[src/rtl/ga_fitness_arbiter.sv]
// ga_fitness_arbiter
// Round-robin arbiter in front of a serial fitness evaluator. One requester
// is granted at a time; its chromosome and the target are captured on the
// grant edge, compared one gene per cycle, and the match count and
// percentage are presented on a valid/ready response port.
// Optional feature: define GA_ARB_GRANT_CNT_EN to add grant_cnt, one
// saturating 16-bit grant counter per requester.
module ga_fitness_arbiter #(
  parameter int NUM_REQ = 4,
  parameter int LEN     = 12
) (
  input  logic                       clk,
  input  logic                       rst_n,
  input  logic [NUM_REQ-1:0]         req_valid,
  input  logic [NUM_REQ*LEN*8-1:0]   req_data,
  output logic [NUM_REQ-1:0]         req_ready,
  input  logic [LEN*8-1:0]           target,
  output logic                       rsp_valid,
  input  logic                       rsp_ready,
  output logic [$clog2(NUM_REQ)-1:0] rsp_id,
  output logic [$clog2(LEN+1)-1:0]   rsp_score,
  output logic [6:0]                 rsp_percent,
  output logic                       busy
`ifdef GA_ARB_GRANT_CNT_EN
  ,
  output logic [NUM_REQ*16-1:0]      grant_cnt
`endif
);

  localparam int ID_W  = $clog2(NUM_REQ);
  localparam int SC_W  = $clog2(LEN+1);
  localparam int IX_W  = (LEN > 1) ? $clog2(LEN) : 1;
  localparam int PCT_W = 14;

  typedef enum logic [1:0] {IDLE, EVAL, RESP} state_e;

  state_e             state_q, state_d;
  logic [ID_W-1:0]    rr_ptr_q, rr_ptr_d;
  logic [ID_W-1:0]    id_q, id_d;
  logic [IX_W-1:0]    idx_q, idx_d;
  logic [SC_W-1:0]    score_q, score_d;
  logic [ID_W-1:0]    rsp_id_q, rsp_id_d;
  logic [SC_W-1:0]    rsp_score_q, rsp_score_d;
  logic [6:0]         rsp_percent_q, rsp_percent_d;
  logic [LEN*8-1:0]   chrom_q, target_q;

  logic               gnt_found;
  logic [ID_W-1:0]    gnt_id, cand;
  logic [LEN*8-1:0]   sel_chrom;
  logic [7:0]         gene_a, gene_t;
  logic [SC_W-1:0]    score_next;
  logic [PCT_W-1:0]   pct_wide;
  logic [NUM_REQ-1:0] ready_c;
  logic               capture;

  // Round-robin search: first valid requester at or above rr_ptr, wrapping.
  always_comb begin
    // NOTE: every always_comb output gets a default before any branch, so no path can leave it unassigned and infer a latch.
    gnt_found = 1'b0;
    gnt_id    = '0;
    cand      = '0;
    for (int k = 0; k < NUM_REQ; k++) begin
      // NOTE: combinational logic uses blocking '=', so later statements see the updated value; clocked state uses '<='.
      cand = ID_W'((int'(rr_ptr_q) + k) % NUM_REQ);
      if (!gnt_found && req_valid[cand]) begin
        gnt_found = 1'b1;
        gnt_id    = cand;
      end
    end
  end

  // Mux out the granted requester's chromosome for capture.
  always_comb begin
    sel_chrom = '0;
    for (int i = 0; i < NUM_REQ; i++) begin
      if (gnt_id == ID_W'(i)) sel_chrom = req_data[i*LEN*8 +: LEN*8];
    end
  end

  // Select the gene pair under comparison this EVAL cycle.
  always_comb begin
    gene_a = '0;
    gene_t = '0;
    for (int j = 0; j < LEN; j++) begin
      if (idx_q == IX_W'(j)) begin
        gene_a = chrom_q[j*8 +: 8];
        gene_t = target_q[j*8 +: 8];
      end
    end
  end

  // Next-state and output decode for the IDLE/EVAL/RESP controller.
  always_comb begin
    state_d       = state_q;
    rr_ptr_d      = rr_ptr_q;
    id_d          = id_q;
    idx_d         = idx_q;
    score_d       = score_q;
    rsp_id_d      = rsp_id_q;
    rsp_score_d   = rsp_score_q;
    rsp_percent_d = rsp_percent_q;
    ready_c       = '0;
    capture       = 1'b0;
    score_next    = score_q + SC_W'(gene_a == gene_t);
    // 14-bit product keeps score*100 exact so a full match divides to 100.
    pct_wide      = (PCT_W'(score_next) * PCT_W'(100)) / PCT_W'(LEN);
    unique case (state_q)
      IDLE: begin
        if (gnt_found) begin
          ready_c  = NUM_REQ'(1) << gnt_id;
          capture  = 1'b1;
          id_d     = gnt_id;
          rr_ptr_d = ID_W'((int'(gnt_id) + 1) % NUM_REQ);
          idx_d    = '0;
          score_d  = '0;
          state_d  = EVAL;
        end
      end
      EVAL: begin
        score_d = score_next;
        if (idx_q == IX_W'(LEN-1)) begin
          idx_d         = '0;
          rsp_id_d      = id_q;
          rsp_score_d   = score_next;
          rsp_percent_d = 7'(pct_wide);
          state_d       = RESP;
        end else begin
          idx_d = idx_q + IX_W'(1);
        end
      end
      RESP: begin
        if (rsp_ready) state_d = IDLE;
      end
      default: state_d = IDLE;
    endcase
  end

  // Control state and result registers, cleared asynchronously.
  always_ff @(posedge clk or negedge rst_n) begin
    if (!rst_n) begin
      state_q       <= IDLE;
      rr_ptr_q      <= '0;
      id_q          <= '0;
      idx_q         <= '0;
      score_q       <= '0;
      rsp_id_q      <= '0;
      rsp_score_q   <= '0;
      rsp_percent_q <= '0;
    end else begin
      state_q       <= state_d;
      rr_ptr_q      <= rr_ptr_d;
      id_q          <= id_d;
      idx_q         <= idx_d;
      score_q       <= score_d;
      rsp_id_q      <= rsp_id_d;
      rsp_score_q   <= rsp_score_d;
      rsp_percent_q <= rsp_percent_d;
    end
  end

  // Capture chromosome and target on the grant edge.
  // NOTE: these datapath registers have no reset; they are always written on a grant before EVAL reads them.
  always_ff @(posedge clk) begin
    if (capture) begin
      chrom_q  <= sel_chrom;
      target_q <= target;
    end
  end

`ifdef GA_ARB_GRANT_CNT_EN
  logic [NUM_REQ*16-1:0] grant_cnt_q;

  // Per-requester grant counters, saturating at all-ones.
  always_ff @(posedge clk or negedge rst_n) begin
    if (!rst_n) begin
      grant_cnt_q <= '0;
    end else begin
      for (int i = 0; i < NUM_REQ; i++) begin
        if (capture && gnt_id == ID_W'(i) && grant_cnt_q[i*16 +: 16] != 16'hFFFF)
          grant_cnt_q[i*16 +: 16] <= grant_cnt_q[i*16 +: 16] + 16'd1;
      end
    end
  end

  assign grant_cnt = grant_cnt_q;
`endif

  // The grant pulse is combinational from IDLE; gating with rst_n keeps it
  // low while reset is held even if requests are pending.
  assign req_ready   = rst_n ? ready_c : '0;
  assign rsp_valid   = (state_q == RESP);
  assign busy        = (state_q != IDLE);
  assign rsp_id      = rsp_id_q;
  assign rsp_score   = rsp_score_q;
  assign rsp_percent = rsp_percent_q;

endmodule

[config.mk]
export PLATFORM = sky130hd
export DESIGN_NAME = ga_fitness_arbiter
export DESIGN_NICKNAME = d
export VERILOG_FILES = /design/src/rtl/ga_fitness_arbiter.sv
export SDC_FILE = /design/constraint.sdc
export NUM_CORES = 1
export LEC_CHECK = 0
export ABC_AREA = 1
export ABC_CLOCK_PERIOD_IN_PS = 11300
export BUFFER_PORTS_ARGS = -buffer_cell sky130_fd_sc_hd__buf_2
export CAP_MARGIN = 20
export CORE_ASPECT_RATIO = 0.5
export CORE_MARGIN = 5
export CORE_UTILIZATION = 28
export CTS_CLUSTER_SIZE = 28
export DETAILED_ROUTE_END_ITERATION = 10
export HOLD_SLACK_MARGIN = 0.12
export PLACE_DENSITY = 0.59
export REMOVE_ABC_BUFFERS = 1
export SLEW_MARGIN = 20
export SYNTH_ARGS = -nofsm -noshare
export SYNTH_HDL_FRONTEND = slang
export SYNTH_SLANG_ARGS = --single-unit
[constraint.sdc]
create_clock -name clk -period 11.3 [get_ports clk]
set_input_delay 0.565 -clock clk [delete_from_list [all_inputs] [get_ports clk]]
set_output_delay 0.565 -clock clk [all_outputs]
set_load 0.05 [all_outputs]
==> key figures, run 1 <==
Finish
  – Area occupied by registers: around 0.0064 mm^2
  – Final-layout fill cell count: 4733
  – Number of nets in the finished design: approximately 2400
  – Multi-input gate area in the final layout: ~0.0058 mm^2
  – Layout cells sized above 1: about a third
  – Syn-to-layout area delta: 29.5%

Route
  – Total Wirelength: between 40000 and 50000 um
  – Via count: about 13000
  – Via/cell ratio: approximately 5.0
  – 1st-pass router iterations: 5
  – Antenna Nets Post-Route: 0
  – Initial drt markers: slightly above 1000
  – Per-cell routed wire length: 19.9 um
  – DRC violation count after routing: 0

Floorplan
  – Site Rows: 55
  – Die area: approximately 0.051 mm^2
  – Number of top-level pins: about 510
  – Die boundary height: ~160 um
  – DIE WIDTH: roughly 310 um
  – Initial core utilization: ~28%
  – Area of the core: about 0.045 mm^2

Pwr
  – Design internal power: ~3.5 mW
  – Worst voltage drop across the vdd grid: about 0.00038 V
  – Post-layout total power: 7.05 mW
  – Proportion of power drawn by flip-flops and latches: around a quarter
  – Net switching power: around 3.6 mW
  – Portion of total power attributed to the clock network: between 10% and 20%
  – Logic pwr share: roughly two thirds
  – Leakage power total: between 7 and 8 nW
  – Switching power share of the total: 51.0%
  – Power density over the cells: around 420 mW/mm^2

Synthesis
  – Most instantiated flip-flop cell in the synthesis netlist: edfxtp_1
  – Ranking of synthesized cells by area: edfxtp_1, nand2_1, a221oi_1
  – Number of warning messages in the yosys log: 0
  – Sequential share of the synthesized area: 49.6%
  – Number of enable flip-flop cells after synthesis: 192
  – Average size of a mapped cell: ~9.1 um^2
  – Most frequent cells after synthesis: nand2_1, edfxtp_1, nor2_1
  – Synth unique cells: between 40 and 50
  – Post-synthesis cell type with the largest combined area: edfxtp_1
  – Most frequently used cell type in the post-synthesis netlist: nand2_1
  – Share of synthesized registers carrying an async set or reset: between 10% and 20%
  – Number of cells produced by synthesis: 1428
  – Top cell type's share of synthesized area: 44.6%
  – Flip-flop and latch count after synthesis: 218
  – Summed instance area of the synthesized netlist: approximately 0.013 mm^2

STA
  – Max-slew violation total from the final report: 0
  – Final setup viols: 0
  – Tmin final: 9440 ps
  – Total Neg Setup Slack: 0 ps
  – Highest clock frequency the design can meet: approximately 0.11 GHz
  – Number of hold violations in the final report: 0
  – Setup repair after global routing missed its margin: false
  – Post-route fraction of the period consumed by the critical path: 83.6%
  – Slew margin rel.: a little under a third
  – Worst Skew: about 8.0 ps
  – Transition at the pin with the smallest max-transition slack: about 1000 ps

Min path
  – Instance count along the most critical hold path: 2
  – Worst hold path startpoint: rsp_ready
  – Path type of the worst min-delay path: primary input to register

Setup path
  – Maximum net fanout on the critical path: 23
  – Crit Path Class: register to register
  – Critical Path Start Type: register
  – Kind of end point of the critical path: register
  – Most prevalent standard cell on the critical path: nand2_1
  – Worst endpoint required time: 11700 ps
  – Launch point of the worst reg-to-reg path: idx_q[0]
  – Biggest cell delay along the critical path: around 590 ps
  – Critical Path Sink: rsp_percent[0]
  – Worst reg2reg path endpoint: rsp_percent[0]
  – Flop-to-flop setup slack: around 1900 ps
  – Endpoint arrival time on the critical path: 9840 ps
  – Slowest cell on the critical path: nor2_1
  – Cell count of the worst reg-to-reg path: 60
  – Startpoint of the most critical setup path: idx_q[0]

CTS
  – Skew-Pair Late Insertion Delay: between 500 and 600 ps
  – Clock buffer count from CTS: 22
  – TritonCTS clock tree: yes
  – Post-CTS Resized: 0
  – Clock slew at reported path FFs: roughly 60 ps
  – Buffers from clock root to sink, at most: 3
  – H-tree levels: 1
  – Number of sinks handled by clock tree synthesis: between 200 and 250
  – Post-CTS Setup Repair Bufs: 0
  – Clock root buffer: clkbuf_16

Place
  – Final estimated routing congestion in global placement: 0.907
  – Placed wire-length estimate after detailed placement: a little under 40000 um
  – Number of buffers added on ports: around 510

GRT
  – Pin count of the biggest net entering global routing: ~120
  – Vias in the first global route: around 12000
  – GRT Residual Overflow: 0
  – Antenna violations before repair: 6
  – Wire length of the first global-routing pass: 72900 um
  – Overall fraction of global-route tracks in use: between 10% and 20%

Run
  – Max_cap viols: 0

Status
  – Status: finished clean
final cells by class:
| cell class | instances | share of cell area, % |
|---|---|---|
| sequential | 218 | 38.3 |
| multi-input combinational | 1023 | 34.9 |
| timing repair buffer | 525 | 16.0 |
| tap | 598 | 4.47 |
| clock buffer | 26 | 3.50 |
| inverter | 88 | 2.03 |
| clock inverter | 14 | 0.724 |
| antenna | 6 | 0.0896 |
flip-flops by register name (all words and copies together) (netlist names):
register / cells
state_q: 2
rr_ptr_q: 2
score_q: 4
target_q: 96
idx_q: 4
rsp_score: 3
rsp_id: 2
chrom_q: 96
rsp_percent: 7
id_q: 2
metal layers:
| metal | track usage, % | wire length [um] | up-vias |
|---|---|---|---|
| met5 | 0 | 0 | - |
| met4 | 3.16 | 699 | 0 |
| met3 | 2.46 | 2080 | 47 |
| met2 | 32.7 | 26100 | 317 |
| met1 | 24.2 | 20900 | 6131 |
| li1 | - | - | 6099 |
power by group through the flow:
stage / clock network, mW / logic [mW] / registers (mW)
floorplan: 0 / 3.25 / 1.72
global placement: 0 / 4.65 / 1.66
detailed placement: 0 / 4.68 / 1.66
CTS: 0.751 / 4.69 / 1.65
global route: 0.786 / 5.17 / 1.68
finish: 0.732 / 4.67 / 1.65
how the worst min path moves through the flow:
stage,to,slack [ps]
4_1_cts,target_q[5],190
5_1_grt,target_q[5],190
6_report,state_q[1],220
3_5_place_dp,rsp_score[3],460
2_1_floorplan,id_q[0],270
3_3_place_gp,rsp_id[0],450
cells in the final DEF, fill, tap and decap left out, types with 3 or more instances in the layout:
| master | count |
|---|---|
| nand2_2 | 20 |
| xor2_1 | 18 |
| nor2_4 | 5 |
| inv_2 | 7 |
| diode_2 | 6 |
| nand3_2 | 7 |
| nand4_1 | 18 |
| ha_4 | 3 |
| a221oi_1 | 96 |
| mux2i_1 | 3 |
| nand3_1 | 91 |
| a22oi_1 | 4 |
| nand3_4 | 3 |
| o211ai_1 | 19 |
| nand4_2 | 3 |
| clkinv_1 | 7 |
| ha_1 | 21 |
| clkinvlp_4 | 3 |
| o21ai_0 | 83 |
| a21oi_1 | 5 |
| nand2_1 | 325 |
| edfxtp_1 | 192 |
| buf_2 | 505 |
| nor2_2 | 5 |
| o221ai_1 | 9 |
| buf_4 | 18 |
| clkbuf_16 | 23 |
| dfrtp_1 | 26 |
| nor2_1 | 147 |
| o21ai_1 | 3 |
| a31oi_1 | 7 |
| nor3_1 | 7 |
| clkbuf_1 | 3 |
| o31ai_1 | 97 |
| inv_1 | 76 |
| o2111ai_1 | 7 |
| clkinv_2 | 6 |
logic make-up (layout without fill, tap and decap cells):
kind of cell	after synthesis	after routing	share of synthesized area, %
buffers and inverters	187	653	5.58
AO/OA/AOI/OAI	339	339	19.2
other	0	6	0
AND/OR/NAND/NOR	636	636	21.6
XOR/XNOR	20	20	1.35
adder cells (fa/ha/maj)	25	25	2.48
flip-flops	218	218	49.6
multiplexers	3	3	0.232
repair_timing:
action | in CTS | in global routing
endpoints found under the setup margin | 0 | 0
hold endpoints to repair | 26 | 0
hold buffers | 1 | 0
critical path, delay by kind of cell, from the launching register on:
family / cells / cell delay [ps]
flops: 1 / 430
simple gates: 36 / 4360
fa+ha+maj: 5 / 1350
xor+xnor: 2 / 850
buf+inv: 8 / 1120
compound gates: 9 / 1220
stage by stage:
step	cells	hold WS (ps)	worst slack, ps	instance area [um^2]	util (%)
2_1_floorplan	1329	269	3710	12500	-
3_3_place_gp	2451	455	2110	16000	35.3
3_5_place_dp	2451	462	1880	16000	35.3
4_1_cts	2492	191	1850	16700	36.8
5_1_grt	2497	187	793	16800	36.9
6_report	2498	217	1860	16800	36.9
Power figures use the tool's default switching activity.
==> inputs of run 2 (changes only) <==
Settings changed: ABC_CLOCK_PERIOD_IN_PS 11300 to 9000.
Clock period 11.3 ns to 9 ns, I/O delays scaled along.
==> run 2 against run 1 <==
  * Register-to-register slack worse by 1200 ps
  * Largest power group unchanged
  * Combinational power up 34%
  * First-iteration DRC count up 11%
==> key figures, run 2 (synthesis gave the netlist of run 1 again) <==
STA
  – Final setup viols: 0 (unchanged)
  – Tightest hold margin: 149 ps (-68.3 ps)
  – Worst Skew: 21.0 ps (+12.9 ps)
  – Number of hold violations in the final report: 0 (unchanged)
  – Tmin final: 8380 ps (-1070 ps)
  – Transition at the pin with the smallest max-transition slack: 1020 ps (-26.4 ps)
  – Post-route fraction of the period consumed by the critical path: 93.1% (+9.5 points)
  – Max-slew violation total from the final report: 0 (unchanged)
  – Slew margin rel.: 32.1% (+1.8 points)
  – Total Neg Setup Slack: 0 ps (unchanged)
  – Highest clock frequency the design can meet: 0.119 GHz (+13%)

CTS
  – Clock slew at reported path FFs: 60 ps (about the same)
  – Number of sinks handled by clock tree synthesis: 218 (unchanged)
  – TritonCTS clock tree: yes
  – Clock root buffer: clkbuf_16
  – Skew-Pair Late Insertion Delay: 520 ps (about the same)
  – Buffers from clock root to sink, at most: 3 (unchanged)
  – Clock buffer count from CTS: 22 (unchanged)
  – H-tree levels: 1 (unchanged)

Route
  – Via count: 13224 (+5.0%)
  – DRC violation count after routing: 0 (unchanged)
  – 1st-pass router iterations: 8 (+3)
  – Per-cell routed wire length: 19.7 um (-1.1%)
  – Initial drt markers: 1121 (+11%)
  – Total Wirelength: 51700 um (+3.8%)
  – Antenna Nets Post-Route: 0 (unchanged)
  – Via/cell ratio: 5.04 (about the same)

Pwr
  – Leakage power total: 7.78 nW (+7.9%)
  – Worst voltage drop across the vdd grid: 0.000436 V (+15%)
  – Post-layout total power: 9.32 mW (+32%)
  – Power density over the cells: 510 mW/mm^2 (+21%)

GRT
  – Most Crowded Layer GR: met2
  – GRT Residual Overflow: 0 (unchanged)
  – Met1 layer usage reported by global route: 24.9% (+0.70 points)
  – Pin count of the biggest net entering global routing: 135 (+15%)
  – Met2 Use GR: 32.4% (-0.27 points)
  – Wire length of the first global-routing pass: 74500 um (+2.3%)
  – Vias in the first global route: 12622 (+4.0%)
  – Met3 track utilization from global routing: 3.03% (+0.57 points)
  – Overall fraction of global-route tracks in use: 18.6% (+0.35 points)
  – Antenna violations before repair: 5 (-1)

Setup path
  – Critical Path Start Type: register
  – Worst endpoint required time: 9410 ps (-2290 ps)
  – Cell count of the worst reg-to-reg path: 53 (-12%)
  – Launch point of the worst reg-to-reg path: idx_q[1]
  – Maximum net fanout on the critical path: 17 (-26%)
  – Biggest cell delay along the critical path: 760 ps (+170 ps)
  – Endpoint arrival time on the critical path: 8790 ps (-1050 ps)
  – Crit Path Class: register to register
  – Worst reg2reg path endpoint: rsp_percent[0]
  – Slowest cell on the critical path: nor2_2
  – Flop-to-flop setup slack: 620 ps (-1230 ps)
  – Kind of end point of the critical path: register

Min path
  – Instance count along the most critical hold path: 1 (-1)
  – Path type of the worst min-delay path: primary input to register
  – End of the worst hold path: target_q[72]
  – Worst hold path startpoint: target[72]

Status
  – Status: finished clean

Place
  – Post-placement cell count: 2461 (+0.41%)
  – Number of buffers added on ports: 505 (unchanged)
  – Area post-placement: 0.0161 mm^2 (+0.47%)
  – Placed wire-length estimate after detailed placement: 39000 um (+0.63%)
  – Final estimated routing congestion in global placement: 0.916 (+0.99%)

Floorplan
  – DIE WIDTH: 314 um (unchanged)
  – Initial core utilization: 28.5% (unchanged)
  – Area of the core: 0.0454 mm^2 (unchanged)
  – Site Rows: 55 (unchanged)
  – Die area: 0.0509 mm^2 (unchanged)
  – Number of top-level pins: 506 (unchanged)
  – Die boundary height: 162 um (unchanged)

Finish
  – Final-layout fill cell count: 4545 (-4.0%)
  – Commonest cells after routing, fill and taps aside: buf_2, nand2_1, edfxtp_1, nor2_1
  – Most frequent standard cell in the layout excluding fill and tap cells: buf_2
  – Syn-to-layout area delta: 41.3%
  – Layout cells sized above 1: 34.5% (+1.7 points)
  – Number of nets in the finished design: 2518 (+5.4%)
  – Number of cells in the finished layout apart from fillers: 2623 (+5.0%)
  – Post-route cell area: 0.0183 mm^2 (+9.1%)

Run
  – Max_cap viols: 0 (unchanged)
==> run 2: changes by cell type in the layout (fill, tap and decap cells not counted), sizes merged <==
cell,change
buf,+32
bufinv,+2
clkinv,-3
clkinvlp,+2
diode,-2
dlygate4sd3,+96
inv,-2
==> run 2: worst max-delay path by stage <==
stage,startpoint,to,cells after the start
4_1_cts,idx_q[0],rsp_percent[0],61
3_3_place_gp,idx_q[0],rsp_percent[0],62
5_1_grt,idx_q[1],rsp_percent[0],63
6_report,idx_q[1],rsp_percent[0],53
2_1_floorplan,idx_q[1],rsp_percent[0],59
3_5_place_dp,idx_q[0],rsp_percent[0],61
==> run 2: through the flow <==
step,setup WS [ps],utilization (%)
global placement,526,35.4
detailed placement,425,35.4
CTS,359,39.2
global route,-65.0,40.2
finish,624,40.2
floorplan,1410,-
==> run 2: critical path: cells and delay by family (launching register included) <==
kind | cells | cell delay [ps]
compound gates | 7 | 1060
xor+xnor | 2 | 480
fa+ha+maj | 5 | 1250
buf+inv | 6 | 840
flops | 1 | 410
simple gates | 33 | 4210
==> run 2: power by group <==
group / total, mW / switching, mW / internal, mW
Sequential: 2.07 / 0.162 / 1.91
Clock: 0.980 / 0.400 / 0.580
Combinational: 6.26 / 4.12 / 2.14
Total: 9.32 / 4.69 / 4.63
==> run 2: cell type report <==
type	count	area (um^2)	share of cell area, %
clock buffer	26	587	3.21
sequential	218	6420	35.1
multi-input combinational	1023	6080	33.2
timing repair buffer	653	3910	21.4
antenna	4	10.0	0.0548
inverter	88	355	1.94
clock inverter	13	168	0.917
tap	598	748	4.09
==> run 2: metal layers <==
metal  part of all wire, %  wire [um]
met1                    41      21300
met2                    51      26200
met3                   5.9       3060
met4                   2.1       1100
met5                     0          0
==> run 2: timing repair <==
action,4_1_cts,5_1_grt
setup buffers,0,22
gates resized for setup,0,76
hold buffers,97,0
hold endpoints to repair,122,0
endpoints found under the setup margin,0,3
